## config.mk

```make
export PLATFORM = sky130hd
export DESIGN_NAME = serial_adder_flat
export DESIGN_NICKNAME = d
export VERILOG_FILES = /design/src/rtl/serial_adder_pkg.sv /design/src/rtl/serial_adder_if.sv /design/src/rtl/serial_adder_fa_slice.sv /design/src/rtl/serial_adder.sv /design/src/flat_wrapper.sv
export SDC_FILE = /design/constraint.sdc
export NUM_CORES = 1
export LEC_CHECK = 0
export CORE_AREA = 2 2 54 67
export CTS_BUF_LIST = sky130_fd_sc_hd__clkbuf_8
export CTS_CLUSTER_SIZE = 10
export DETAILED_ROUTE_END_ITERATION = 7
export DIE_AREA = 0 0 56 69
export GPL_ROUTABILITY_DRIVEN = 0
export HOLD_SLACK_MARGIN = 0.06
export PLACE_DENSITY_LB_ADDON = 0.25
export SLEW_MARGIN = 20
export SYNTH_ARGS = -nofsm -noshare
export SYNTH_HDL_FRONTEND = slang
export SYNTH_SLANG_ARGS = --single-unit
```

## constraint.sdc

```tcl
create_clock -name clk -period 1.8 [get_ports clk]
set_clock_uncertainty 0.1 [all_clocks]
set_input_delay 0.36 -clock clk [delete_from_list [all_inputs] [get_ports clk]]
set_output_delay 0.36 -clock clk [all_outputs]
set_load 0.005 [all_outputs]
```

## src/rtl/serial_adder_pkg.sv

```systemverilog
// Shared types for the serial adder: FSM state, debug view and a parameter
// legality check used at elaboration.
package arith_pkg;

   typedef enum logic [1:0] {
      IDLE = 2'd0,
      RUN  = 2'd1,
      DONE = 2'd2
   } state_t;

   typedef struct packed {
      state_t state;
      logic   sub;
      logic   carry;
   } dbg_t;

   function automatic bit chunking_ok(int width, int bpc);
      return (bpc > 0) && (width >= 2) && ((width % bpc) == 0);
   endfunction

endpackage

```

## src/rtl/serial_adder_if.sv

```systemverilog
// Operand/result bundle between a requester and the serial adder.
interface serial_adder_if #(
   parameter int WIDTH = 8
);
   // start is sampled only while busy=0; a/b/sub are captured with it and may
   // change afterwards. done pulses for one cycle; sum/cout/ovf then hold.
   logic             start;
   logic             sub;
   logic [WIDTH-1:0] a;
   logic [WIDTH-1:0] b;
   logic             busy;
   logic             done;
   logic [WIDTH-1:0] sum;
   logic             cout;
   logic             ovf;

   modport master (
      output start, sub, a, b,
      input  busy, done, sum, cout, ovf
   );

   modport slave (
      input  start, sub, a, b,
      output busy, done, sum, cout, ovf
   );

endinterface

```

## src/rtl/serial_adder_fa_slice.sv

```systemverilog
// One-bit combinational full adder; chained to form the per-cycle ripple.
module fa_slice (
   input  logic x,
   input  logic y,
   input  logic ci,
   output logic s,
   output logic co
);

   assign s  = x ^ y ^ ci;
   assign co = (x & y) | (x & ci) | (y & ci);

endmodule

```

## src/rtl/serial_adder.sv

```systemverilog
// Multi-cycle adder/subtractor: BITS_PER_CYCLE bits per clock, LSB chunk
// first, with a registered carry linking consecutive chunks.
module serial_adder
   import arith_pkg::*;
#(
   parameter int WIDTH          = 8,
   parameter int BITS_PER_CYCLE = 1
) (
   input  logic           clk,
   input  logic           rst_n,
   serial_adder_if.slave  bus,
   output dbg_t           dbg_o
);

   localparam int BPC   = BITS_PER_CYCLE;
   localparam int STEPS = WIDTH / BITS_PER_CYCLE;
   localparam int CNT_W = $clog2(STEPS + 1);

   if (!chunking_ok(WIDTH, BITS_PER_CYCLE)) begin : g_bad_params
      $error("serial_adder: WIDTH must be >= 2 and a multiple of BITS_PER_CYCLE");
   end

   state_t             state_q, state_d;
   logic [WIDTH-1:0]   a_q, a_d;
   logic [WIDTH-1:0]   b_q, b_d;
   logic [WIDTH-1:0]   sum_q, sum_d;
   logic [CNT_W-1:0]   cnt_q, cnt_d;
   logic               carry_q, carry_d;
   logic               sub_q, sub_d;
   logic               cout_q, cout_d;
   logic               ovf_q, ovf_d;
   logic               busy_q, busy_d;
   logic               done_q, done_d;

   logic [BPC:0]       chain;
   logic [BPC-1:0]     slice_sum;
   logic [WIDTH-1:0]   sum_shift;

   assign chain[0] = carry_q;

   for (genvar i = 0; i < BPC; i++) begin : g_slice
      fa_slice u_fa (
         .x  (a_q[i]),
         .y  (b_q[i]),
         .ci (chain[i]),
         .s  (slice_sum[i]),
         .co (chain[i+1])
      );
   end

   // New chunk enters at the MSB end so the LSB chunk lands at bit 0 last.
   if (BPC == WIDTH) begin : g_single_step
      assign sum_shift = slice_sum;
   end else begin : g_multi_step
      assign sum_shift = {slice_sum, sum_q[WIDTH-1:BPC]};
   end

   always_comb begin
      state_d = state_q;
      a_d     = a_q;
      b_d     = b_q;
      sum_d   = sum_q;
      cnt_d   = cnt_q;
      carry_d = carry_q;
      sub_d   = sub_q;
      cout_d  = cout_q;
      ovf_d   = ovf_q;
      busy_d  = busy_q;
      done_d  = 1'b0;
      case (state_q)
         IDLE: begin
            if (bus.start) begin
               a_d     = bus.a;
               b_d     = bus.sub ? ~bus.b : bus.b;
               carry_d = bus.sub;
               sub_d   = bus.sub;
               cnt_d   = '0;
               busy_d  = 1'b1;
               state_d = RUN;
            end
         end
         RUN: begin
            sum_d   = sum_shift;
            a_d     = a_q >> BPC;
            b_d     = b_q >> BPC;
            carry_d = chain[BPC];
            cnt_d   = cnt_q + CNT_W'(1);
            // On the last chunk the top slice holds the operand MSBs.
            if (cnt_q == CNT_W'(STEPS - 1)) begin
               cout_d  = chain[BPC];
               ovf_d   = chain[BPC-1] ^ chain[BPC];
               done_d  = 1'b1;
               state_d = DONE;
            end
         end
         DONE: begin
            busy_d  = 1'b0;
            state_d = IDLE;
         end
         default: begin
            busy_d  = 1'b0;
            state_d = IDLE;
         end
      endcase
   end

   always_ff @(posedge clk or negedge rst_n) begin
      if (!rst_n) begin
         state_q <= IDLE;
         a_q     <= '0;
         b_q     <= '0;
         sum_q   <= '0;
         cnt_q   <= '0;
         carry_q <= 1'b0;
         sub_q   <= 1'b0;
         cout_q  <= 1'b0;
         ovf_q   <= 1'b0;
         busy_q  <= 1'b0;
         done_q  <= 1'b0;
      end else begin
         state_q <= state_d;
         a_q     <= a_d;
         b_q     <= b_d;
         sum_q   <= sum_d;
         cnt_q   <= cnt_d;
         carry_q <= carry_d;
         sub_q   <= sub_d;
         cout_q  <= cout_d;
         ovf_q   <= ovf_d;
         busy_q  <= busy_d;
         done_q  <= done_d;
      end
   end

   assign bus.busy = busy_q;
   assign bus.done = done_q;
   assign bus.sum  = sum_q;
   assign bus.cout = cout_q;
   assign bus.ovf  = ovf_q;

   assign dbg_o.state = state_q;
   assign dbg_o.sub   = sub_q;
   assign dbg_o.carry = carry_q;

endmodule

```

## src/flat_wrapper.sv

```systemverilog
// flat-port wrapper written by rule: the top's interface ports become plain ports
module serial_adder_flat import arith_pkg::*;
#(
   parameter int WIDTH          = 8,
   parameter int BITS_PER_CYCLE = 1
)
  (clk, rst_n, dbg_o, bus_start, bus_sub, bus_a, bus_b, bus_busy, bus_done, bus_sum, bus_cout, bus_ovf);
  serial_adder_if #(.WIDTH(WIDTH)) bus_i ();
  input  logic clk;
  input  logic rst_n;
  output dbg_t dbg_o;
  input wire logic [$bits(bus_i.start)-1:0] bus_start;
  input wire logic [$bits(bus_i.sub)-1:0] bus_sub;
  input wire logic [$bits(bus_i.a)-1:0] bus_a;
  input wire logic [$bits(bus_i.b)-1:0] bus_b;
  output wire logic [$bits(bus_i.busy)-1:0] bus_busy;
  output wire logic [$bits(bus_i.done)-1:0] bus_done;
  output wire logic [$bits(bus_i.sum)-1:0] bus_sum;
  output wire logic [$bits(bus_i.cout)-1:0] bus_cout;
  output wire logic [$bits(bus_i.ovf)-1:0] bus_ovf;
  assign bus_i.start = bus_start;
  assign bus_i.sub = bus_sub;
  assign bus_i.a = bus_a;
  assign bus_i.b = bus_b;
  assign bus_busy = bus_i.busy;
  assign bus_done = bus_i.done;
  assign bus_sum = bus_i.sum;
  assign bus_cout = bus_i.cout;
  assign bus_ovf = bus_i.ovf;
  serial_adder #(.WIDTH(WIDTH), .BITS_PER_CYCLE(BITS_PER_CYCLE)) u_core (.clk(clk), .rst_n(rst_n), .bus(bus_i), .dbg_o(dbg_o));
endmodule
```

## Word level (Yosys, flattened, before mapping)

Index checks and enable logic that the tools add are counted.

- Output and inout bits: 16
- Word-level logic and storage cells: 49
- Flip-flop bits (word level): 36

- Reduce and logical (&&, ||, !) cells: 7
- Mux-type cells: 16
- Add/subtract/negate cells: 1
- Bitwise operators: 10
- Eq/ne operators: 4

Operators by type and width:

| cell | count |
|---|---|
| $pmux W8 S2 | 2 |
| $mux W8 | 3 |
| $reduce_and A2 Y1 | 5 |
| $not A8 Y8 | 1 |
| $pmux W4 S2 | 1 |
| $add A4 B1 Y4 const B | 1 |
| $eq A4 B3 Y1 const B | 1 |
| $mux W1 | 4 |
| $mux W2 | 2 |
| $mux W4 | 1 |
| $pmux W1 S2 | 2 |
| $pmux W2 S2 | 1 |
| $and A1 B1 Y1 | 3 |
| $xor A1 B1 Y1 | 3 |
| $eq A2 B1 Y1 const B | 1 |
| $logic_not A2 Y1 | 1 |
| $ne A2 B1 Y1 const B | 1 |
| $ne A2 B2 Y1 const B | 1 |
| $or A1 B1 Y1 | 2 |
| $reduce_bool A2 Y1 | 1 |
| $not A1 Y1 | 1 |

## Longest topological paths before layout

Gate-level depths: netlist of the first run.

- Depth in word-level cells: 4
- Depth in mapped cells: 6

## Hierarchy

Synthesis of the first run repeated with hierarchy kept, for this count alone.

- Cell total of the unflattened synthesis: 134
- Area, all modules: 1661.6 um^2

By module, submodules not included:

| module | area each (um^2) | cells an instance | seq. area each (um^2) | times used |
|---|---|---|---|---|
| serial_adder | 1641.6 | 133 | 900.9 | 1 |
| fa_slice | 20.0 | 1 | 0.0 | 1 |

## Worst setup path before layout of the first run

OpenSTA, ideal clock, no wires.

- Kind: flip-flop to flip-flop
- Start: reg u_core.a_q[0]
- End: reg u_core.ovf_q (netlist: u_core.bus.ovf)
- Arrival time: 1250 ps
- Data required time: 1575 ps
- Setup slack: 325 ps
- Cell stages (with the launch flop): 4
- Cells stage by stage: dfrtp_1 > fa_1 > xor2_1 > mux2_2

- Cells in the longest elaborated chain, start to end: 4
- Elaborated cells on any way between the ends: 5
- Those cells by class: 5 x bitwise

RTL lines:

| item | line | RTL |
|---|---|---|
| start: declaration | serial_adder.sv:24 | `logic [WIDTH-1:0] a_q, a_d;` |
| start signal: assignment | serial_adder.sv:110 | `a_q <= '0;` |
| start signal: assignment | serial_adder.sv:122 | `a_q <= a_d;` |
| $and A1 B1 Y1 | serial_adder_fa_slice.sv:11 | `assign co = (x & y) \| (x & ci) \| (y & ci);` |
| $or A1 B1 Y1 * (2 in a row) | serial_adder_fa_slice.sv:11 |  |
| via u_core.g_slice[0].u_fa.co | serial_adder_fa_slice.sv:7 | `output logic co` |
| $xor A1 B1 Y1 * | serial_adder.sv:91 | `ovf_d = chain[BPC-1] ^ chain[BPC];` |
| end signal: assignment | serial_adder.sv:129 | `ovf_q <= ovf_d;` |
| end: declaration | serial_adder.sv:31 | `logic ovf_q, ovf_d;` |

Mark *: on every way through the listed nets, which the timed path passes. The rest lies on a longest branch.
A chain may end at the register's enable or synchronous reset.

## Final worst setup path of the first run

- Start: reg u_core.state_q[0]
- End: out dbg_o[2] (netlist bit)

RTL lines:

| item | line | RTL |
|---|---|---|
| start: declaration | serial_adder.sv:23 | `state_t state_q, state_d;` |
| start signal: assignment | serial_adder.sv:121 | `state_q <= state_d;` |
| end: declaration | flat_wrapper.sv:11 | `output dbg_t dbg_o;` |

No word-level cell between the ends.

==> impl_results.md, run 1 <==
- Cell Pwr Density: 1520 nW/µm²
- Worst Tran Pin Value: 540 ps
- Post-Syn Area: 1620 µm²
- Overflow after GRT: 0
- Post-synth ARST share: 1.00
- Initial antenna violation count: 0
- Syn. warnings: 0
- Crit-path max FO: 8
- Synth cell types: 30
- Final hold vios: 0
- GR peak layer: met2
- Critical path, cell by cell: clkdlybuf4s50_1
- Clock-pin slew on the worst setup and hold paths: 80 ps
- XOR/XNOR share of the synthesized area: 0.0541
- Compound-Gate Fraction of Synth Area: 0.146
- Max-Cap Viols: 0
- Largest family of logic cells by synthesized area: simple AND/OR/NAND/NOR gates
- Static leakage: 0.962 nW
- Nets: 215
- CTS H-Tree Depth: 2
- R2r endpoint: u_core.a_q[0]
- First-pass GRT wire length: 5.49 mm
- WHS Endpoint: u_core.bus.sum[0]
- Worst vdd ir: 1020 µV
- Syn avg cell area: 10.5 µm²
- Worst r2r src: u_core.state_q[0]
- I/O Pins: 36
- CTS tree: done
- Hold Crit Depth: 2
- Final instance area: 2100 µm²
- CP top delay family: buffers and inverters
- Initial Util: 0.502
- Max Fclk: 582 MHz
- Dpl cell area: 1980 µm²
- I/O Buffers: 35
- Clock latency on the worst-skew pair: 290 ps
- DP HPWL: 2.14 mm
- Mux share of post-synthesis cell area: 0.0139
- R2R setup slack: 200 ps
- Vias in the first global route: 1258
- Wire length per cell: 13.7 µm
- Initial DRT Pass Iterations: 4
- Most frequent cells in the layout: nand2_1, clkdlybuf4s50_1, dfrtp_1, o21ai_0
- Largest net degree at the start of global routing: 37
- Post-synth EDFFs: 0
- CP endpoint kind: output pin
- Startpoint types: flip-flop
- Cell count of the worst reg-to-reg path: 4
- Max clock buf depth: 2
- Seq/Total Area, Yosys: 0.557
- Max-slew violations: 0
- Area grow syn2layout: 29.9%
- Global Route Usage Sum: 0.180
- Final core utilization: 0.652
- Adder-Cell Fraction of Synth Area: 0.0201
- CP max stage delay: 530 ps
- Die Y: 69 µm
- CTS Root Cell: clkbuf_8
- Number of fill cells in the layout: 266
- Core Rows: 23
- Final Routed Wirelength: 3.17 mm
- Post-route ant nets: 0
- Final setup vio count: 0
- Data required, critical path: 1340 ps
- Number of CTS-inserted buffers: 5
- Synth Area in Simple Gates: 0.153
- # diodes: 0
- Synth Register Bits: 36
- Critical path arrival: 1260 ps
- Clock tree sinks: 36
- Commonest non-fill, non-tap cell in the layout: nand2_1
- Prevailing post-synth register cell: dfrtp_1
- Core area: 3220 µm²
- Die width: 56 µm
- Met3 usage: 0.0563
- RSZ-0062 raised after global routing: no
- Period minus WS final: 1720 ps
- Worst Hold Class: reg -> reg
- 1st-iter DRT viols: 46
- Vias: 1233
- Crit path kind: reg -> out
- DRC viols: 0
- Synthesized Nets: 176
- Layout cells sized above 1: 0.134
- Routing usage on met2: 0.299
- Vias/cell: 5.34
- Met1 Resource Use GR: 0.207
- Post-synthesis cell count: 154
- Crit path buffers/inverters: 1
- Hold path start: u_core.bus.sum[0]
- Inst Count DP: 220
- Non-Filler Instances: 231
- Outcome: complete, no violations
- Tcrit/Tclk final: 0.954
- Slowest stage cell, crit path: clkdlybuf4s50_1
- Headroom to the max-slew limit: 0.639
- Die area: 3860 µm²
worst reg2reg max path, delay by kind of cell, from the launching register on:
kind                   cells  cell delay (ps)
DFF                        1              460
AOI/OAI and AO/OA          2              350
and+or+nand+nor            1              430
buffers and inverters      1              160
cell type report:
class | count | area, µm² | share of cell area
Inverter | 2 | 7.51 | 0.00357
Tap cell | 37 | 46.3 | 0.0220
Clock buffer | 6 | 82.6 | 0.0393
Multi-Input combinational cell | 103 | 627 | 0.298
Sequential cell | 36 | 903 | 0.430
Timing Repair Buffer | 45 | 425 | 0.202
Clock inverter | 2 | 10.0 | 0.00476
synthesized netlist by cell type, types with 2 or more instances:
cell type	instances	area [µm²]
buf_2	5	25.0
mux2_2	2	22.5
dfrtp_1	36	901
nand2_1	36	135
a221o_1	6	60.1
inv_1	2	7.51
o21ai_0	11	55.1
a221o_2	2	22.5
nor2b_1	2	12.5
xnor2_1	8	70.1
buf_4	3	22.5
xor2_1	2	17.5
nand3_1	5	25.0
buf_6	2	22.5
nor2_1	10	37.5
a22oi_1	7	52.6
a21o_1	2	15.0
per-stage QoR:
stage          hold WS [ps]  power, mW  setup TNS [ps]  worst slack [ps]
2_1_floorplan         -35.6       2.10               0               325
3_3_place_gp            357       2.52               0              6.25
3_5_place_dp            361       2.58            -394             -53.6
4_1_cts                 378       3.19               0              1.23
5_1_grt                 424       3.44               0              34.4
6_report                370       3.19               0              82.0
power breakdown:
part | switching [mW] | internal [mW] | leakage [nW]
clock network | 0.287 | 0.305 | 0.0510
registers | 0.245 | 1.14 | 0.458
logic | 0.546 | 0.669 | 0.452
layer usage:
metal	vias to the layer above	share of wire
li1	595	-
met1	591	0.43
met2	39	0.48
met3	8	0.061
met4	0	0.021
met5	-	0
state kept, by name, indices dropped and copies added (netlist names):
register         cells
u_core.bus.busy      1
u_core.b_q           8
u_core.bus.cout      1
u_core.sub_q         1
u_core.cnt_q         4
u_core.a_q           8
u_core.bus.ovf       1
u_core.state_q       2
u_core.bus.sum       8
u_core.carry_q       1
u_core.bus.done      1
repair_timing:
action                     4_1_cts  5_1_grt
pin swaps                        0        0
gates resized for setup          2        0
hold buffers                     0        0
setup endpoints to repair        2        2
buffers inserted                 0        3
worst max path at each step:
stage,from,to,slack [ps],depth (start not counted)
2_1_floorplan,u_core.a_q[0],u_core.bus.ovf,330,3
3_3_place_gp,bus_start,u_core.carry_q,6,5
3_5_place_dp,bus_start,u_core.a_q[6],-50,4
4_1_cts,u_core.state_q[0],dbg_o[2],1,1
5_1_grt,u_core.state_q[0],dbg_o[2],30,1
6_report,u_core.state_q[0],dbg_o[2],80,1
cell families (layout without fill, tap and decap cells):
family	Yosys count	after routing
fa+ha+maj	2	2
compound gates	31	31
xor+xnor	10	10
flops	36	36
mux	2	2
simple gates	58	58
buf+inv	15	55
Note: power is estimated with default switching activity, not from simulation.
==> run 2, diff against run 1 <==
--- a/config.mk
+++ b/config.mk
@@ -5,6 +5,7 @@
 export SDC_FILE = /design/constraint.sdc
 export NUM_CORES = 1
 export LEC_CHECK = 0
+export CAP_MARGIN = 15
 export CORE_AREA = 2 2 54 67
 export CTS_BUF_LIST = sky130_fd_sc_hd__clkbuf_8
 export CTS_CLUSTER_SIZE = 10
@@ -13,6 +14,7 @@
 export GPL_ROUTABILITY_DRIVEN = 0
 export HOLD_SLACK_MARGIN = 0.06
 export PLACE_DENSITY_LB_ADDON = 0.25
+export REMOVE_ABC_BUFFERS = 1
 export SLEW_MARGIN = 20
 export SYNTH_ARGS = -nofsm -noshare
 export SYNTH_HDL_FRONTEND = slang
==> run 2 against run 1 <==
Against the previous run:
- via count grew 2.4%
- sequential cell count did not move
- non-clock buffer count fell by 1
- cell area shrank 0.66%
- sequential power about the same
- fmax rose by 0.98%
- critical path depth is the same
- first-iteration DRC count grew 4.3%
- critical path type unchanged
- largest cell class unchanged
- highest routed layer unchanged
==> impl_results.md, run 2 (synthesis results as in run 1) <==
- Outcome: complete, no violations
- CP max stage delay: 530 ps (about the same)
- WP depth: 1 (unchanged)
- Worst r2r src: u_core.a_q[0]
- Headroom to the max-slew limit: 0.702 (+0.0624)
- Clock latency on the worst-skew pair: 290 ps (about the same)
- R2r endpoint: u_core.bus.ovf
- Commonest non-fill, non-tap cell in the layout: nand2_1
- Sequential power share: 0.436 (+0.002)
- Cell count of the worst reg-to-reg path: 3 (-1)
- Core Rows: 23 (unchanged)
- Die Y: 69 µm (unchanged)
- Worst setup slack after layout: 98.7 ps (+16.6 ps)
- Max-slew violations: 0 (unchanged)
- DRC viols: 0 (unchanged)
- Clk pwr share: 0.177 (-0.009)
- I/O Buffers: 35 (unchanged)
- Vias: 1262 (+2.4%)
- Nets: 214 (-0.47%)
- Number of fill cells in the layout: 274 (+3.0%)
- Final instance area: 2090 µm² (-0.66%)
- Max clock buf depth: 2 (unchanged)
- Initial DRT Pass Iterations: 4 (unchanged)
- PnR Total Power: 3.14 mW (-1.5%)
- Data required, critical path: 1340 ps (about the same)
- Vias/cell: 5.49 (+2.8%)
- Worst Tran Pin Value: 447 ps (-92.6 ps)
- CTS H-Tree Depth: 2 (unchanged)
- Final Routed Wirelength: 3.22 mm (+1.7%)
- Max Fclk: 588 MHz (+0.98%)
- Crit-path max FO: 4 (-4)
- Setup Fix Bufs, Post-CTS: 0 (unchanged)
- Crit path kind: reg -> out
- Psw: 1.08 mW (+0.21%)
- Most frequent cells in the layout: nand2_1, clkdlybuf4s50_1, dfrtp_1, o21ai_0, nor2_1
- Period minus WS final: 1700 ps (-16.6 ps)
- Worst vdd ir: 1050 µV (+2.3%)
- Tcrit/Tclk final: 0.945 (-0.00925)
- Layout cells sized above 1: 0.124 (-0.00967)
- Global Route Usage Sum: 0.190 (+0.00946)
- CTS Root Cell: clkbuf_8
- Startpoint types: flip-flop
- Clock-pin slew on the worst setup and hold paths: 70 ps (about the same)
- Vias in the first global route: 1330 (+5.7%)
- Critical path, cell by cell: clkdlybuf4s50_1
- Final hold vios: 0 (unchanged)
- End point of the critical path: dbg_o[0]
- Die width: 56 µm (unchanged)
- Place WS: -4.65 ps (+48.9 ps)
- Number of CTS-inserted buffers: 5 (unchanged)
- 1st-iter DRT viols: 48 (+4.3%)
- Overflow after GRT: 0 (unchanged)
- Sw Share: 0.344 (+0.00586)
- Int Pwr: 2.06 mW (-2.4%)
- Initial Util: 0.502 (unchanged)
- Static leakage: 0.956 nW (-0.64%)
- CTS Hold Bufs: 0 (unchanged)
- Area grow syn2layout: 29.1%
- Resize count post-CTS: 0 (-2)
- Crit path buffers/inverters: 1 (unchanged)
- Wire length per cell: 14.0 µm (+2.1%)
- Critical path arrival: 1240 ps (-20 ps)
- Initial antenna violation count: 0 (unchanged)
- Logic pwr share: 0.387 (+0.006)
- # diodes: 0 (unchanged)
- Dpl cell area: 2000 µm² (+0.76%)
- Hold path start: u_core.bus.sum[0]
- Max-Cap Viols: 0 (unchanged)
- Die area: 3860 µm² (unchanged)
- Final setup vio count: 0 (unchanged)
- R2R setup slack: 240 ps (+40 ps)
- CP top delay family: buffers and inverters
- Worst Hold Class: reg -> reg
- Cell Pwr Density: 1510 nW/µm² (-0.85%)
- Clock tree sinks: 36 (unchanged)
- Core area: 3220 µm² (unchanged)
- Post-route ant nets: 0 (unchanged)
- Setup crit start: u_core.carry_q
- I/O Pins: 36 (unchanged)
- DP HPWL: 2.24 mm (+4.6%)
- RSZ-0062 raised after global routing: no
- CP endpoint kind: output pin
- First-pass GRT wire length: 5.84 mm (+6.4%)
- Slowest stage cell, crit path: clkdlybuf4s50_1
- CTS tree: done
- Largest net degree at the start of global routing: 37 (unchanged)
==> run 2: changes by cell type in the layout (fill, tap and decap cells not counted), sizes merged <==
cell | previous run | this run
clkbuf | 6 | 5
buf | 10 | 9
clkinv | 2 | 3
==> run 2: worst register-to-register path, stage by stage, from the launching register on <==
cell and delay [ps]:
dfrtp_1 420, fa_1 490, xor2_1 180, mux2_2 260
==> run 2: area by class of cell <==
cell class / count / area [µm²] / area share
multi-input combinational: 103 / 627 / 0.300
clock buffer: 5 / 68.8 / 0.0330
sequential: 36 / 902 / 0.432
tap: 37 / 46.3 / 0.0222
clock inverter: 3 / 18.8 / 0.00899
inverter: 2 / 7.51 / 0.00359
timing repair buffer: 44 / 418 / 0.200
==> run 2: power groups by stage <==
stage	combinational (mW)	sequential [mW]	clock (mW)
4_1_cts	1.23	1.37	0.573
5_1_grt	1.37	1.42	0.610
2_1_floorplan	0.622	1.37	0
3_3_place_gp	1.18	1.37	0
3_5_place_dp	1.23	1.38	0
6_report	1.22	1.37	0.555
==> run 2: how the worst min path moves through the flow <==
stage | depth (start not counted) | to | slack, ps
6_report | 2 | u_core.bus.sum[0] | 380
5_1_grt | 2 | u_core.bus.sum[0] | 400
4_1_cts | 2 | u_core.bus.sum[0] | 380
3_5_place_dp | 2 | u_core.bus.sum[0] | 360
3_3_place_gp | 2 | u_core.a_q[6] | 360
2_1_floorplan | 0 | u_core.a_q[0] | -40
==> run 2: through the flow <==
step | setup TNS, ps | cells | utilization | hold slack (ps)
6_report | 0 | 230 | 0.648 | 376
3_3_place_gp | 0 | 222 | 0.620 | 362
2_1_floorplan | 0 | 141 | - | -35.6
3_5_place_dp | -4.65 | 222 | 0.620 | 362
4_1_cts | 0 | 230 | 0.648 | 380
5_1_grt | 0 | 230 | 0.648 | 398
==> run 2: routing by layer <==
layer	vias to the layer above	share of wire	GRT usage
met4	0	0.016	0.0794
met2	35	0.51	0.323
met1	626	0.43	0.227
li1	594	-	-
met5	-	0	0
met3	7	0.046	0.0469
==> run 3, diff against run 2 <==
--- a/config.mk
+++ b/config.mk
@@ -6,11 +6,11 @@
 export NUM_CORES = 1
 export LEC_CHECK = 0
 export CAP_MARGIN = 15
-export CORE_AREA = 2 2 54 67
+export CORE_AREA = 3 3 55 68
 export CTS_BUF_LIST = sky130_fd_sc_hd__clkbuf_8
 export CTS_CLUSTER_SIZE = 10
 export DETAILED_ROUTE_END_ITERATION = 7
-export DIE_AREA = 0 0 56 69
+export DIE_AREA = 0 0 58 71
 export GPL_ROUTABILITY_DRIVEN = 0
 export HOLD_SLACK_MARGIN = 0.06
 export PLACE_DENSITY_LB_ADDON = 0.25
==> run 3 against run 2 <==
Against the previous run:
- cell area rose by 0.30%
- cell count did not move
- die area rose by 6.6%
- via count fell by 3.0%
- register-to-register slack barely moved
- sequential power barely moved
==> impl_results.md, run 3 (synthesis results as in run 1) <==
- Wire length per cell: 13.5 µm (-3.3%)
- Layout cells sized above 1: 0.119 (-0.00518)
- Max clock buf depth: 2 (unchanged)
- Int Pwr: 2.10 mW (+1.5%)
- Final setup vio count: 0 (unchanged)
- CTS H-Tree Depth: 2 (unchanged)
- Vias in the first global route: 1229 (-7.6%)
- Max-Cap Viols: 0 (unchanged)
- Sequential power share: 0.438 (+0.002)
- Cell count of the worst reg-to-reg path: 5 (+2)
- CP max stage delay: 510 ps (-20 ps)
- Crit path kind: reg -> out
- Worst Hold Class: reg -> reg
- DRC viols: 0 (unchanged)
- Data required, critical path: 1340 ps (about the same)
- Clock latency on the worst-skew pair: 280 ps (about the same)
- Outcome: complete, no violations
- Nets: 214 (unchanged)
- Clock tree sinks: 36 (unchanged)
- Largest net degree at the start of global routing: 37 (unchanged)
- CTS Root Cell: clkbuf_8
- Sw Share: 0.335 (-0.00881)
- Crit-path max FO: 12 (+8)
- Slowest stage cell, crit path: clkdlybuf4s50_1
- CTS tree: done
- Logic pwr share: 0.376 (-0.011)
- Initial antenna violation count: 0 (unchanged)
- Initial Util: 0.502 (unchanged)
- Post-route ant nets: 0 (unchanged)
- Initial DRT Pass Iterations: 4 (unchanged)
- Most frequent cells in the layout: nand2_1, clkdlybuf4s50_1, dfrtp_1, o21ai_0, nor2_1
- Resize count post-CTS: 1 (+1)
- Vias/cell: 5.32 (-3.0%)
- DP HPWL: 2.21 mm (-1.3%)
- I/O Buffers: 35 (unchanged)
- Max-slew violations: 0 (unchanged)
- First-pass GRT wire length: 5.28 mm (-9.7%)
- Startpoint types: flip-flop
- Final hold vios: 0 (unchanged)
- Area grow syn2layout: 29.5%
- Dpl cell area: 2000 µm² (unchanged)
- Critical path arrival: 1300 ps (+60 ps)
- Hold Crit Depth: 2 (unchanged)
- RSZ-0062 raised after global routing: no
- 1st-iter DRT viols: 57 (+19%)
- Psw: 1.05 mW (-2.4%)
- # diodes: 0 (unchanged)
- Worst setup slack after layout: 39.8 ps (-58.9 ps)
- Clk pwr share: 0.185 (+0.008)
- CP endpoint kind: output pin
- Final core utilization: 0.650 (+0.00194)
- I/O Pins: 36 (unchanged)
- Place WS: -49.7 ps (-45.1 ps)
- CTS Hold Bufs: 0 (unchanged)
- Number of fill cells in the layout: 275 (+0.36%)
- Cell Pwr Density: 1500 nW/µm² (-0.10%)
- Vias: 1224 (-3.0%)
- Static leakage: 0.957 nW (+0.13%)
- Commonest non-fill, non-tap cell in the layout: nand2_1
- Setup Fix Bufs, Post-CTS: 0 (unchanged)
- Core area: 3220 µm² (unchanged)
- Worst Tran Pin Value: 525 ps (+78.0 ps)
- Clock-pin slew on the worst setup and hold paths: 70 ps (about the same)
- Critical path, cell by cell: buf_4, clkdlybuf4s50_1
- Number of CTS-inserted buffers: 5 (unchanged)
- Final instance area: 2090 µm² (+0.30%)
- Final Routed Wirelength: 3.12 mm (-3.3%)
- Die area: 4120 µm² (+6.6%)
- Global Route Usage Sum: 0.167 (-0.0225)
- Die Y: 71 µm (+2.9%)
- Core Rows: 23 (unchanged)
- Headroom to the max-slew limit: 0.649 (-0.0527)
- Die width: 58 µm (+3.6%)
- Worst vdd ir: 957 µV (-8.6%)
- Max Fclk: 568 MHz (-3.3%)
- Overflow after GRT: 0 (unchanged)
- Period minus WS final: 1760 ps (+58.9 ps)
- Tcrit/Tclk final: 0.978 (+0.0327)
-- run 3: cell count changes in the layout (fill, tap and decap cells not counted) --
cell,previous run,this run
clkbuf_8,5,6
inv_1,2,3
clkinvlp_4,0,1
clkinv_4,1,0
clkinv_2,2,0
-- run 3: worst max-delay path: cells and delay by family, from the launching register on --
family                 cells  cell delay, ps
buffers and inverters      2             680
DFF                        1             340
-- run 3: metal layers --
metal / track usage / share of wire / up-vias
met5: 0 / 0 / -
met3: 0.0347 / 0.057 / 4
met2: 0.284 / 0.50 / 35
met4: 0.0851 / 0.016 / 0
li1: - / - / 595
met1: 0.197 / 0.43 / 590
-- run 3: cell type report --
type,count,area [µm²],share of cell area
clock inverter,2,11.3,0.00538
sequential,36,902,0.431
tap,37,46.3,0.0221
inverter,2,7.51,0.00358
timing repair buffer,44,418,0.200
multi-input combinational,103,627,0.299
clock buffer,6,82.6,0.0394
-- run 3: power groups by stage --
stage	combinational (mW)	clock (mW)	sequential [mW]
after detailed placement	1.21	0	1.39
after floorplan	0.622	0	1.37
final	1.19	0.584	1.38
after CTS	1.21	0.604	1.38
after global routing	1.32	0.630	1.43
after global placement	1.16	0	1.38
-- run 3: metrics by stage --
stage | instances | TNS, ps | hold slack (ps) | total power [mW]
after detailed placement | 222 | -158 | 370 | 2.60
after floorplan | 141 | 0 | -35.6 | 1.99
after global placement | 222 | 0 | 362 | 2.54
final | 230 | 0 | 388 | 3.15
after CTS | 230 | 0 | 391 | 3.20
after global routing | 230 | 0 | 418 | 3.38
-- run 3: path summary, 6_finish.rpt --
kind | to | slack (ps) | start
min in group asynchronous | u_core.a_q[4] | 400 | rst_n
hold reg to reg | u_core.bus.sum[0] | 390 | u_core.bus.sum[0]
setup / recovery | dbg_o[3] | 40 | u_core.state_q[1]
setup reg to reg | u_core.carry_q | 230 | u_core.state_q[1]
hold / removal | u_core.bus.sum[0] | 390 | u_core.bus.sum[0]
max in group asynchronous | u_core.state_q[0] | 860 | rst_n
